[src/rtl/pacman_pkg.sv]
// pacman_pkg -- constants and types shared by the Pac-Man pellet logic.
//
// Holds the playfield geometry (tile size, grid dimensions), the BCD score
// increment for one pellet, the in-tile pellet dot window and the tracker
// state enumeration.
package pacman_pkg;

  // Tile edge is 1 << TILE_SHIFT pixels.
  localparam int TILE_SHIFT = 5;
  localparam int COLS       = 20;
  localparam int ROWS       = 15;

  // Points per pellet, already BCD-encoded.
  localparam logic [15:0] PELLET_PTS = 16'h0010;

  // In-tile pixel offsets that form the visible 4x4 pellet dot.
  localparam int DOT_LO = 14;
  localparam int DOT_HI = 17;

  // Largest score the four BCD digits can show.
  localparam logic [15:0] SCORE_MAX = 16'h9999;

  // PLAY: pellets can be eaten. CLEAR: board empty, everything frozen.
  typedef enum logic {
    PLAY  = 1'b0,
    CLEAR = 1'b1
  } state_e;

endpackage

[src/rtl/bcd_add4.sv]
// bcd_add4 -- four-digit packed-BCD adder with saturation.
//
// Ports:
//   a    in  16  augend, 4 packed BCD digits (digit 0 in bits [3:0])
//   b    in  16  addend, 4 packed BCD digits
//   sum  out 16  a + b in BCD; 16'h9999 when the true sum exceeds 9999
//
// Purely combinational; a ripple of per-digit decimal carries. Inputs are
// assumed to hold valid BCD digits (0..9 each).
module bcd_add4
  import pacman_pkg::*;
(
  input  logic [15:0] a,
  input  logic [15:0] b,
  output logic [15:0] sum
);

  logic [4:0]  carry;
  logic [15:0] digits;

  assign carry[0] = 1'b0;

  for (genvar gi = 0; gi < 4; gi++) begin : g_digit
    logic [4:0] raw;

    // Binary sum of two digits plus carry-in is at most 19, so 5 bits hold it.
    assign raw = {1'b0, a[4*gi +: 4]} + {1'b0, b[4*gi +: 4]} + {4'd0, carry[gi]};

    // Anything past 9 wraps to the next decade and carries upward.
    assign carry[gi+1]       = (raw > 5'd9);
    assign digits[4*gi +: 4] = carry[gi+1] ? 4'(raw - 5'd10) : raw[3:0];
  end

  // A carry out of the thousands digit means the result passed 9999.
  assign sum = carry[4] ? SCORE_MAX : digits;

endmodule

[src/rtl/pellet_tracker.sv]
// pellet_tracker -- keeps the live-pellet map, score and pellet count.
//
// Ports:
//   frame_clk    in   1  one rising edge per video frame
//   Reset        in   1  asynchronous active-high reset (refills the board)
//   BallX/BallY  in  10  Pac-Man centre position in pixels
//   DrawX/DrawY  in  10  renderer pixel being queried
//   pellet_on    out  1  query pixel is on a live pellet dot (combinational)
//   eaten        out  1  one-frame pulse when a pellet is consumed
//   score        out 16  4-digit BCD score, saturating at 9999
//   remaining    out  9  count of live pellets
//   level_clear  out  1  every pellet has been eaten
//
// Two-stage pipeline. Stage 1 registers the tile under Pac-Man and whether
// that tile is on the board. Stage 2 looks the tile up in the bitmap and, if
// the pellet is still there, consumes it: bit cleared, eaten pulsed, score
// and count updated together on one edge. Eating the last pellet moves the
// tracker to CLEAR, where all state is frozen until Reset.
module pellet_tracker #(
  parameter int          TILE_SHIFT = pacman_pkg::TILE_SHIFT,
  parameter int          COLS       = pacman_pkg::COLS,
  parameter int          ROWS       = pacman_pkg::ROWS,
  parameter logic [15:0] PELLET_PTS = pacman_pkg::PELLET_PTS
) (
  input  logic        frame_clk,
  input  logic        Reset,
  input  logic [9:0]  BallX,
  input  logic [9:0]  BallY,
  input  logic [9:0]  DrawX,
  input  logic [9:0]  DrawY,
  output logic        pellet_on,
  output logic        eaten,
  output logic [15:0] score,
  output logic [8:0]  remaining,
  output logic        level_clear
);

  import pacman_pkg::*;

  localparam int NUM_TILES = COLS * ROWS;
  localparam int COL_W     = $clog2(COLS);
  localparam int ROW_W     = $clog2(ROWS);
  localparam int IDX_W     = $clog2(NUM_TILES);

  // ---------------------------------------------------------------------------
  // State
  // ---------------------------------------------------------------------------
  logic [COL_W-1:0]     col_q,       col_d;
  logic [ROW_W-1:0]     row_q,       row_d;
  logic                 valid_q,     valid_d;
  logic [NUM_TILES-1:0] bitmap_q,    bitmap_d;
  logic [15:0]          score_q,     score_d;
  logic [8:0]           remaining_q, remaining_d;
  logic                 eaten_q,     eaten_d;
  state_e               state_q,     state_d;

  // ---------------------------------------------------------------------------
  // Stage 1: tile under Pac-Man
  // ---------------------------------------------------------------------------
  logic [9:0] ball_col;
  logic [9:0] ball_row;

  assign ball_col = BallX >> TILE_SHIFT;
  assign ball_row = BallY >> TILE_SHIFT;

  // Range is judged on the full-width tile number; only in-range values are
  // narrowed for indexing, so a far-off position can never alias a tile.
  assign valid_d = (ball_col < 10'(COLS)) && (ball_row < 10'(ROWS));
  assign col_d   = ball_col[COL_W-1:0];
  assign row_d   = ball_row[ROW_W-1:0];

  // ---------------------------------------------------------------------------
  // Stage 2: look up and consume
  // ---------------------------------------------------------------------------
  logic [IDX_W-1:0] hit_idx;
  logic             hit;
  logic [15:0]      score_sum;

  assign hit_idx = IDX_W'(row_q) * IDX_W'(COLS) + IDX_W'(col_q);

  // Only a live pellet on an on-board tile while still playing counts.
  assign hit = (state_q == PLAY) && valid_q && bitmap_q[hit_idx];

  bcd_add4 u_bcd_add4 (
    .a   (score_q),
    .b   (PELLET_PTS),
    .sum (score_sum)
  );

  always_comb begin
    bitmap_d    = bitmap_q;
    score_d     = score_q;
    remaining_d = remaining_q;
    eaten_d     = 1'b0;
    state_d     = state_q;

    if (hit) begin
      bitmap_d[hit_idx] = 1'b0;
      eaten_d           = 1'b1;
      score_d           = score_sum;
      remaining_d       = remaining_q - 9'd1;
      // This edge takes the count to zero: the board is cleared.
      if (remaining_q == 9'd1) begin
        state_d = CLEAR;
      end
    end
  end

  // Reset also drops any stage-1 sample in flight, so nothing is eaten for
  // a position captured just before Reset.
  always_ff @(posedge frame_clk or posedge Reset) begin
    if (Reset) begin
      col_q       <= '0;
      row_q       <= '0;
      valid_q     <= 1'b0;
      bitmap_q    <= '1;
      score_q     <= '0;
      remaining_q <= 9'(NUM_TILES);
      eaten_q     <= 1'b0;
      state_q     <= PLAY;
    end else begin
      col_q       <= col_d;
      row_q       <= row_d;
      valid_q     <= valid_d;
      bitmap_q    <= bitmap_d;
      score_q     <= score_d;
      remaining_q <= remaining_d;
      eaten_q     <= eaten_d;
      state_q     <= state_d;
    end
  end

  // ---------------------------------------------------------------------------
  // Renderer query: 4x4 dot in the middle of each live tile
  // ---------------------------------------------------------------------------
  logic [9:0]            draw_col;
  logic [9:0]            draw_row;
  logic                  draw_in_range;
  logic [IDX_W-1:0]      draw_idx;
  logic [TILE_SHIFT-1:0] off_x;
  logic [TILE_SHIFT-1:0] off_y;
  logic                  dot_x;
  logic                  dot_y;

  assign draw_col      = DrawX >> TILE_SHIFT;
  assign draw_row      = DrawY >> TILE_SHIFT;
  assign draw_in_range = (draw_col < 10'(COLS)) && (draw_row < 10'(ROWS));

  // Park the index at 0 off-board so the bitmap read stays inside the vector.
  assign draw_idx = draw_in_range
                  ? IDX_W'(draw_row[ROW_W-1:0]) * IDX_W'(COLS) + IDX_W'(draw_col[COL_W-1:0])
                  : '0;

  assign off_x = DrawX[TILE_SHIFT-1:0];
  assign off_y = DrawY[TILE_SHIFT-1:0];
  assign dot_x = (off_x >= TILE_SHIFT'(DOT_LO)) && (off_x <= TILE_SHIFT'(DOT_HI));
  assign dot_y = (off_y >= TILE_SHIFT'(DOT_LO)) && (off_y <= TILE_SHIFT'(DOT_HI));

  assign pellet_on = draw_in_range && dot_x && dot_y && bitmap_q[draw_idx];

  // ---------------------------------------------------------------------------
  // Outputs
  // ---------------------------------------------------------------------------
  assign eaten       = eaten_q;
  assign score       = score_q;
  assign remaining   = remaining_q;
  assign level_clear = (state_q == CLEAR);

endmodule

[config.mk]
export PLATFORM = sky130hd
export DESIGN_NAME = pellet_tracker
export DESIGN_NICKNAME = d
export VERILOG_FILES = /design/src/rtl/pacman_pkg.sv /design/src/rtl/bcd_add4.sv /design/src/rtl/pellet_tracker.sv
export SDC_FILE = /design/constraint.sdc
export NUM_CORES = 1
export LEC_CHECK = 0
export ABC_CLOCK_PERIOD_IN_PS = 17590
export CORE_MARGIN = 5
export CORE_UTILIZATION = 40
export CTS_CLUSTER_DIAMETER = 150
export DETAILED_ROUTE_END_ITERATION = 8
export GPL_TIMING_DRIVEN = 0
export PLACE_DENSITY = 0.6
export REMOVE_ABC_BUFFERS = 1
export SYNTH_ARGS = -nofsm -noshare
export SYNTH_HDL_FRONTEND = slang
export SYNTH_SLANG_ARGS = --single-unit
[constraint.sdc]
create_clock -name frame_clk -period 17.59 [get_ports frame_clk]
set_input_delay 1.759 -clock frame_clk [delete_from_list [all_inputs] [get_ports frame_clk]]
set_output_delay 1.759 -clock frame_clk [all_outputs]
set_load 0.005 [all_outputs]
==> out/results.ini, run 1 <==
[sta]
slew_headroom_pct = 0.133
hold_violations = 0
worst_slack_ps = 8110
worst_pin_slew_ps = 1490
period_needed_ps = 9480
max_freq_mhz = 105
min_period_over_period_pct = 53.9
skew_ps = 39.3
rsz0062_at_grt = no
setup_viol = 0
hold_ws_ps = 460
tns_ps = 0
slew_violations = 0

[clock_tree]
cts_tree = built
post_cts_buffers = 0
htreeDepth = 2
ctsHoldBuffers = 0
clockBufferDepth = 3
cts.sinks = 337
clk_pin_slew_ps = 50
root_buffer = clkbuf_16
cts_resized = 0
cts_buffers = 40
clock_latency_ps = 580

[drt]
drt_pass1_iterations = 6
viasPerCell = 6.33
drc = 0
vias = 14300
wirelength_mm = 60.0
wl_per_cell_um = 26.6
drtIter0Drc = 1527
antenna_left = 0

[setup_path]
reg2reg_slack_ps = 11300
critPathLaunchType = input pin
cpLargestDelayFamily = compound AO/OA/AOI/OAI gates
path_class = input pin to output port
crit_path_end_kind = output port
critical_path_buf_inv_count = 2
slowest_delay_ps = 960
cpMaxStageDelayCell = and2_1
crit_arrival_ps = 7720
crit_required_ps = 15830
path_cells = clkdlybuf4s50_1 > o21ai_1 > and2_1 > nand2_1 > a211oi_1 > a211oi_1 > a2111oi_0 > nor4_1 > o41ai_1 > clkdlybuf4s50_1
worst-path-max-fanout = 21

[place]
hpwl_mm = 39.2
dp_slack_ps = 8370
place_congestion = 0.888
portBuffers = 57

[hold_path]
hp-class = flip-flop to flip-flop

[yosys]
syn_avg_cell_area_sq_um = 11.8
ys_types = 82
synthCells = 1619
synthArstFlopShare_pct = 100
synth_top_family_by_area = compound AO/OA/AOI/OAI gates
netlist_area_sq_um = 19100
synthXorXnorAreaFrac_pct = 1.36
yosysSeqAreaShare_pct = 46.2
yosys.area_share.simple_pct = 9.27
synth_edf_count = 0
synth-compound-area-share_pct = 21.2
ys_ff_latch = 337
synth_ff_type = dfstp_2
synthMuxAreaShare_pct = 14.6
synthAdderAreaFrac_pct = 2.06
yosysWarnings = 0

[final_layout]
drive_gt1_share_pct = 29.9
nets = 1688
final_cell_mix = dfstp_2, o21a_1, nand2_1
fillers = 4430
syn_to_final_growth_pct = 10.5
final_common_cell = dfstp_2

[power_and_ir_drop]
p_switching_w = 0.000617
switching_share_pct = 30.2
power_frac_seq_pct = 40.8
combPwrFrac_pct = 19.9
p_int_w = 0.00143
power.density_nw_per_um2 = 96.9
p_leak_nw = 7.71
clkPwrFrac_pct = 39.3
max-vdd-ir-drop_mv = 0.0594

[floorplanning]
die_w_um = 228
start_util_pct = 40.2
rows = 80
num_io_pins = 70
fp.coreArea_sq_um = 47400
die_area_sq_um = 52200
die_y_um = 228

[status]
status = complete, but fails checks
violations = capacitance limit

[global_route]
use_met1_pct = 30.7
grt_pass1_vias = 14300
use_met3_pct = 5.20
grt_util_met2_pct = 34.1
grt_start_max_net_pins = 133
antenna_found_initial = 2
track_usage_pct = 22.4
top_usage_layer = met2
grt_pass1_wl_mm = 91.0
grt_overflow = 0

[job]
cap_viol_max_count = 1

cells in the mapped netlist (5+ instances only):
cell / n / area (sq um)
dfstp_2: 304 / 7990
o21a_1: 301 / 2260
nand2_1: 154 / 578
mux2i_1: 81 / 811
mux4_2: 73 / 1640
nor2_1: 72 / 270
a21oi_1: 41 / 205
dfrtp_1: 33 / 826
a22oi_1: 32 / 240
buf_2: 31 / 155
clkbuf_1: 31 / 116
nand3_1: 31 / 155
a211oi_1: 25 / 188
buf_6: 25 / 282
ha_1: 25 / 313
nor3_1: 25 / 125
inv_1: 23 / 86.3
o21ai_0: 20 / 100
xnor2_1: 20 / 175
a221oi_1: 17 / 149
a31oi_1: 16 / 100
buf_12: 13 / 260
nand2b_1: 13 / 81.3
nor2b_1: 13 / 81.3
a211o_1: 11 / 96.3
mux2_2: 11 / 124
o22ai_1: 11 / 68.8
nand4_1: 10 / 62.6
and3_1: 9 / 56.3
buf_4: 9 / 67.6
o21ai_1: 9 / 45.0
mux4_1: 8 / 210
o221ai_1: 8 / 70.1
a22o_1: 7 / 61.3
a311oi_1: 7 / 61.3
nor4_1: 6 / 37.5
nand3b_1: 5 / 37.5
state kept, by name (all words and copies together) (netlist names):
| name | flops |
|---|---|
| eaten | 1 |
| bitmap_q | 300 |
| remaining | 9 |
| valid_q | 1 |
| score | 16 |
| row_q | 4 |
| col_q | 5 |
| level_clear | 1 |
kinds of logic after synthesis:
family,count (synthesis)
AO/OA/AOI/OAI,549
AND/OR/NAND/NOR,366
buffers and inverters,138
XOR/XNOR,27
adder cells (fa/ha/maj),29
multiplexers,173
flip-flops,337
metrics by stage:
stage	cells	power, W	instance area, sq um	util (%)
2_1_floorplan	1504	0.00107	18200	-
3_3_place_gp	2176	0.00123	19500	41.1
3_5_place_dp	2189	0.00125	19800	41.8
4_1_cts	2256	0.00206	21100	44.4
5_1_grt	2257	0.00213	21100	44.5
6_report	2258	0.00205	21100	44.5
layout make-up:
type / instances / area [sq um] / area share, %
clock inverter: 8 / 55.1 / 0.261
clock buffer: 59 / 1200 / 5.70
sequential: 337 / 8820 / 41.8
timing repair buffer: 71 / 856 / 4.06
multi-input combinational: 1144 / 9300 / 44.1
tap: 615 / 769 / 3.65
inverter: 23 / 93.8 / 0.445
antenna: 1 / 2.50 / 0.0119
final timing paths:
path                           from       endpoint  depth (start not counted)
hold / removal             score[0]       score[0]                          1
max in group asynchronous     Reset       col_q[0]                          3
setup reg to reg           row_q[0]  bitmap_q[101]                         10
min in group asynchronous     Reset      score[14]                          2
setup / recovery           DrawX[8]      pellet_on                         10
hold reg to reg            score[0]       score[0]                          1
power by group through the flow:
stage                     Sequential [W]  Combinational [W]  Clock [W]
after floorplan                 0.000843           0.000229          0
after global placement          0.000849           0.000382          0
after detailed placement        0.000845           0.000401          0
after CTS                       0.000834           0.000403   0.000819
after global routing            0.000837           0.000439   0.000852
final                           0.000834           0.000408   0.000804
per-layer routing:
| layer | routed length [um] | share of wire (%) |
|---|---|---|
| met4 | 2830 | 4.7 |
| met5 | 14 | 0.023 |
| met3 | 5400 | 9.0 |
| met2 | 26900 | 45 |
| met1 | 24900 | 41 |
No activity file was read; power rests on OpenSTA's default activity.
==> run 2, diff against run 1 <==
--- a/config.mk
+++ b/config.mk
@@ -5,13 +5,13 @@
 export SDC_FILE = /design/constraint.sdc
 export NUM_CORES = 1
 export LEC_CHECK = 0
-export ABC_CLOCK_PERIOD_IN_PS = 17590
+export ABC_CLOCK_PERIOD_IN_PS = 8100
 export CORE_MARGIN = 5
 export CORE_UTILIZATION = 40
 export CTS_CLUSTER_DIAMETER = 150
 export DETAILED_ROUTE_END_ITERATION = 8
 export GPL_TIMING_DRIVEN = 0
-export PLACE_DENSITY = 0.6
+export PLACE_DENSITY = 0.62
 export REMOVE_ABC_BUFFERS = 1
 export SYNTH_ARGS = -nofsm -noshare
 export SYNTH_HDL_FRONTEND = slang
==> constraint.sdc (replaced) <==
create_clock -name frame_clk -period 8.1 [get_ports frame_clk]
set_input_delay 0.81 -clock frame_clk [delete_from_list [all_inputs] [get_ports frame_clk]]
set_output_delay 0.81 -clock frame_clk [all_outputs]
set_load 0.005 [all_outputs]
==> run 2 against run 1 <==
The flow finishes with violations (capacitance limit, slew limit). Sequential power grew 120%. Global-route usage is essentially flat. Sequential share of layout area is essentially flat. Core utilization is essentially flat. Critical path type unchanged.
==> out/results.ini, run 2 (same netlist as run 1, synthesis figures left out) <==
[status]
status = complete, but fails checks
violations = capacitance limit, slew limit

[sta]
rsz0062_at_grt = no
slew_headroom_pct = -3.13
skew_ps = 24.7
slew_violations = 5
max_freq_mhz = 129
period_needed_ps = 7760
worst_pin_slew_ps = 1540
hold_violations = 0
setup_viol = 0
min_period_over_period_pct = 95.8

[final_layout]
largest-register = bitmap_q
fillers = 4471
fin_util_pct = 44.5
stdcell_area_sq_um = 21100
fin_cells = 2258
final_cell_mix = dfstp_2, o21a_1, nand2_1
syn_to_final_growth_pct = 10.5
drive_gt1_share_pct = 29.8
largest_reg_flops = 300
final_common_cell = dfstp_2
nets = 1685
diodes = 0

[clock_tree]
cts_resized = 0
htreeDepth = 2
post_cts_buffers = 0
clk_pin_slew_ps = 60
cts_tree = built
cts_buffers = 39
root_buffer = clkbuf_16
cts.sinks = 337
clock_latency_ps = 570
ctsHoldBuffers = 0
clockBufferDepth = 3

[place]
place_congestion = 0.913
hpwl_mm = 38.8
portBuffers = 57
dpl_cell_area_sq_um = 19800
place_inst = 2188

[setup_path]
path_cells = clkdlybuf4s50_1 > o21ai_1 > and2_1 > nand2_1 > a21oi_1 > a22oi_1 > a2111oi_0 > nor4_1 > o41ai_1 > clkdlybuf4s50_1
r2r_cells = 11
worst_path_most_repeated_cell = clkdlybuf4s50_1
worst-path-max-fanout = 21
cpMaxStageDelayCell = nand2_1
critPathLaunchType = input pin
crit_arrival_ps = 6950
slowest_delay_ps = 1040
path_class = input pin to output port
crit_required_ps = 7290
crit_path_end_kind = output port

[power_and_ir_drop]
max-vdd-ir-drop_mv = 0.116
p_int_w = 0.00311
power.density_nw_per_um2 = 211
power_frac_seq_pct = 40.7
p_leak_nw = 7.69
p_switching_w = 0.00134
clkPwrFrac_pct = 39.5
switching_share_pct = 30.1
combPwrFrac_pct = 19.7

[global_route]
grt_start_max_net_pins = 134
track_usage_pct = 22.4
grt_pass1_wl_mm = 91.5
antenna_found_initial = 2
grt_overflow = 0
grt_pass1_vias = 14500

[drt]
viasPerCell = 6.35
vias = 14300
antenna_left = 0
wirelength_mm = 60.1
drt_pass1_iterations = 6
wl_per_cell_um = 26.6
drtIter0Drc = 1539
drc = 0

[job]
cap_viol_max_count = 2

[floorplanning]
die_y_um = 228
fp.coreArea_sq_um = 47400
die_w_um = 228
start_util_pct = 40.2
die_area_sq_um = 52200
rows = 80
num_io_pins = 70

[hold_path]
hp-class = flip-flop to flip-flop
worstHoldPathCells = 1

-- run 2: changes by cell type in the layout (fill, tap and decap cells not counted), sizes merged --
cell      before  now
clkinvlp       0    2
buf           16   14
bufinv         0    1
diode          1    0
-- run 2: stage by stage --
stage          TNS [ps]  hold slack [ps]  setup WS (ps)  power (W)
3_3_place_gp   -1766550              447          -5860    0.00267
4_1_cts               0              461            652    0.00447
2_1_floorplan    -50990              443          -1550    0.00233
6_report              0              461            342    0.00445
5_1_grt               0              470            407    0.00463
3_5_place_dp          0              451            675    0.00270
-- run 2: area by class of cell --
type                            instances  area [sq um]  area share, %
Multi-Input combinational cell       1144          9300           44.1
Tap cell                              615           769           3.65
Timing Repair Buffer                   69           832           3.94
Clock inverter                         11           100          0.475
Clock buffer                           59          1170           5.56
Sequential cell                       337          8820           41.8
Inverter                               23          93.8          0.445
-- run 2: path summary, 6_finish.rpt --
check	from	to	slack (ps)
setup / recovery	DrawX[8]	pellet_on	340
hold / removal	bitmap_q[286]	bitmap_q[286]	460
hold reg to reg	bitmap_q[286]	bitmap_q[286]	460
max in group asynchronous	Reset	bitmap_q[132]	6210
setup reg to reg	row_q[0]	bitmap_q[61]	2040
min in group asynchronous	Reset	score[13]	790
-- run 2: routing by layer --
layer	wire length (um)	track usage [%]	vias up	share of wire [%]
met5	0	0	-	0
met4	2340	8.66	0	3.9
met3	4980	4.65	146	8.3
met2	27100	34.2	696	45
met1	25700	31.6	7367	43
li1	-	-	6126	-
-- run 2: critical path, delay by kind of cell --
family,cells,cell delay (ps)
AOI/OAI and AO/OA,5,2880
buffers and inverters,2,1110
and+or+nand+nor,3,2130
-- run 2: power groups by stage --
stage	Sequential (W)	Combinational [W]	Clock (W)
global placement	0.00184	0.000827	0
global route	0.00182	0.000950	0.00186
CTS	0.00181	0.000868	0.00179
finish	0.00181	0.000879	0.00176
floorplan	0.00183	0.000497	0
detailed placement	0.00184	0.000864	0
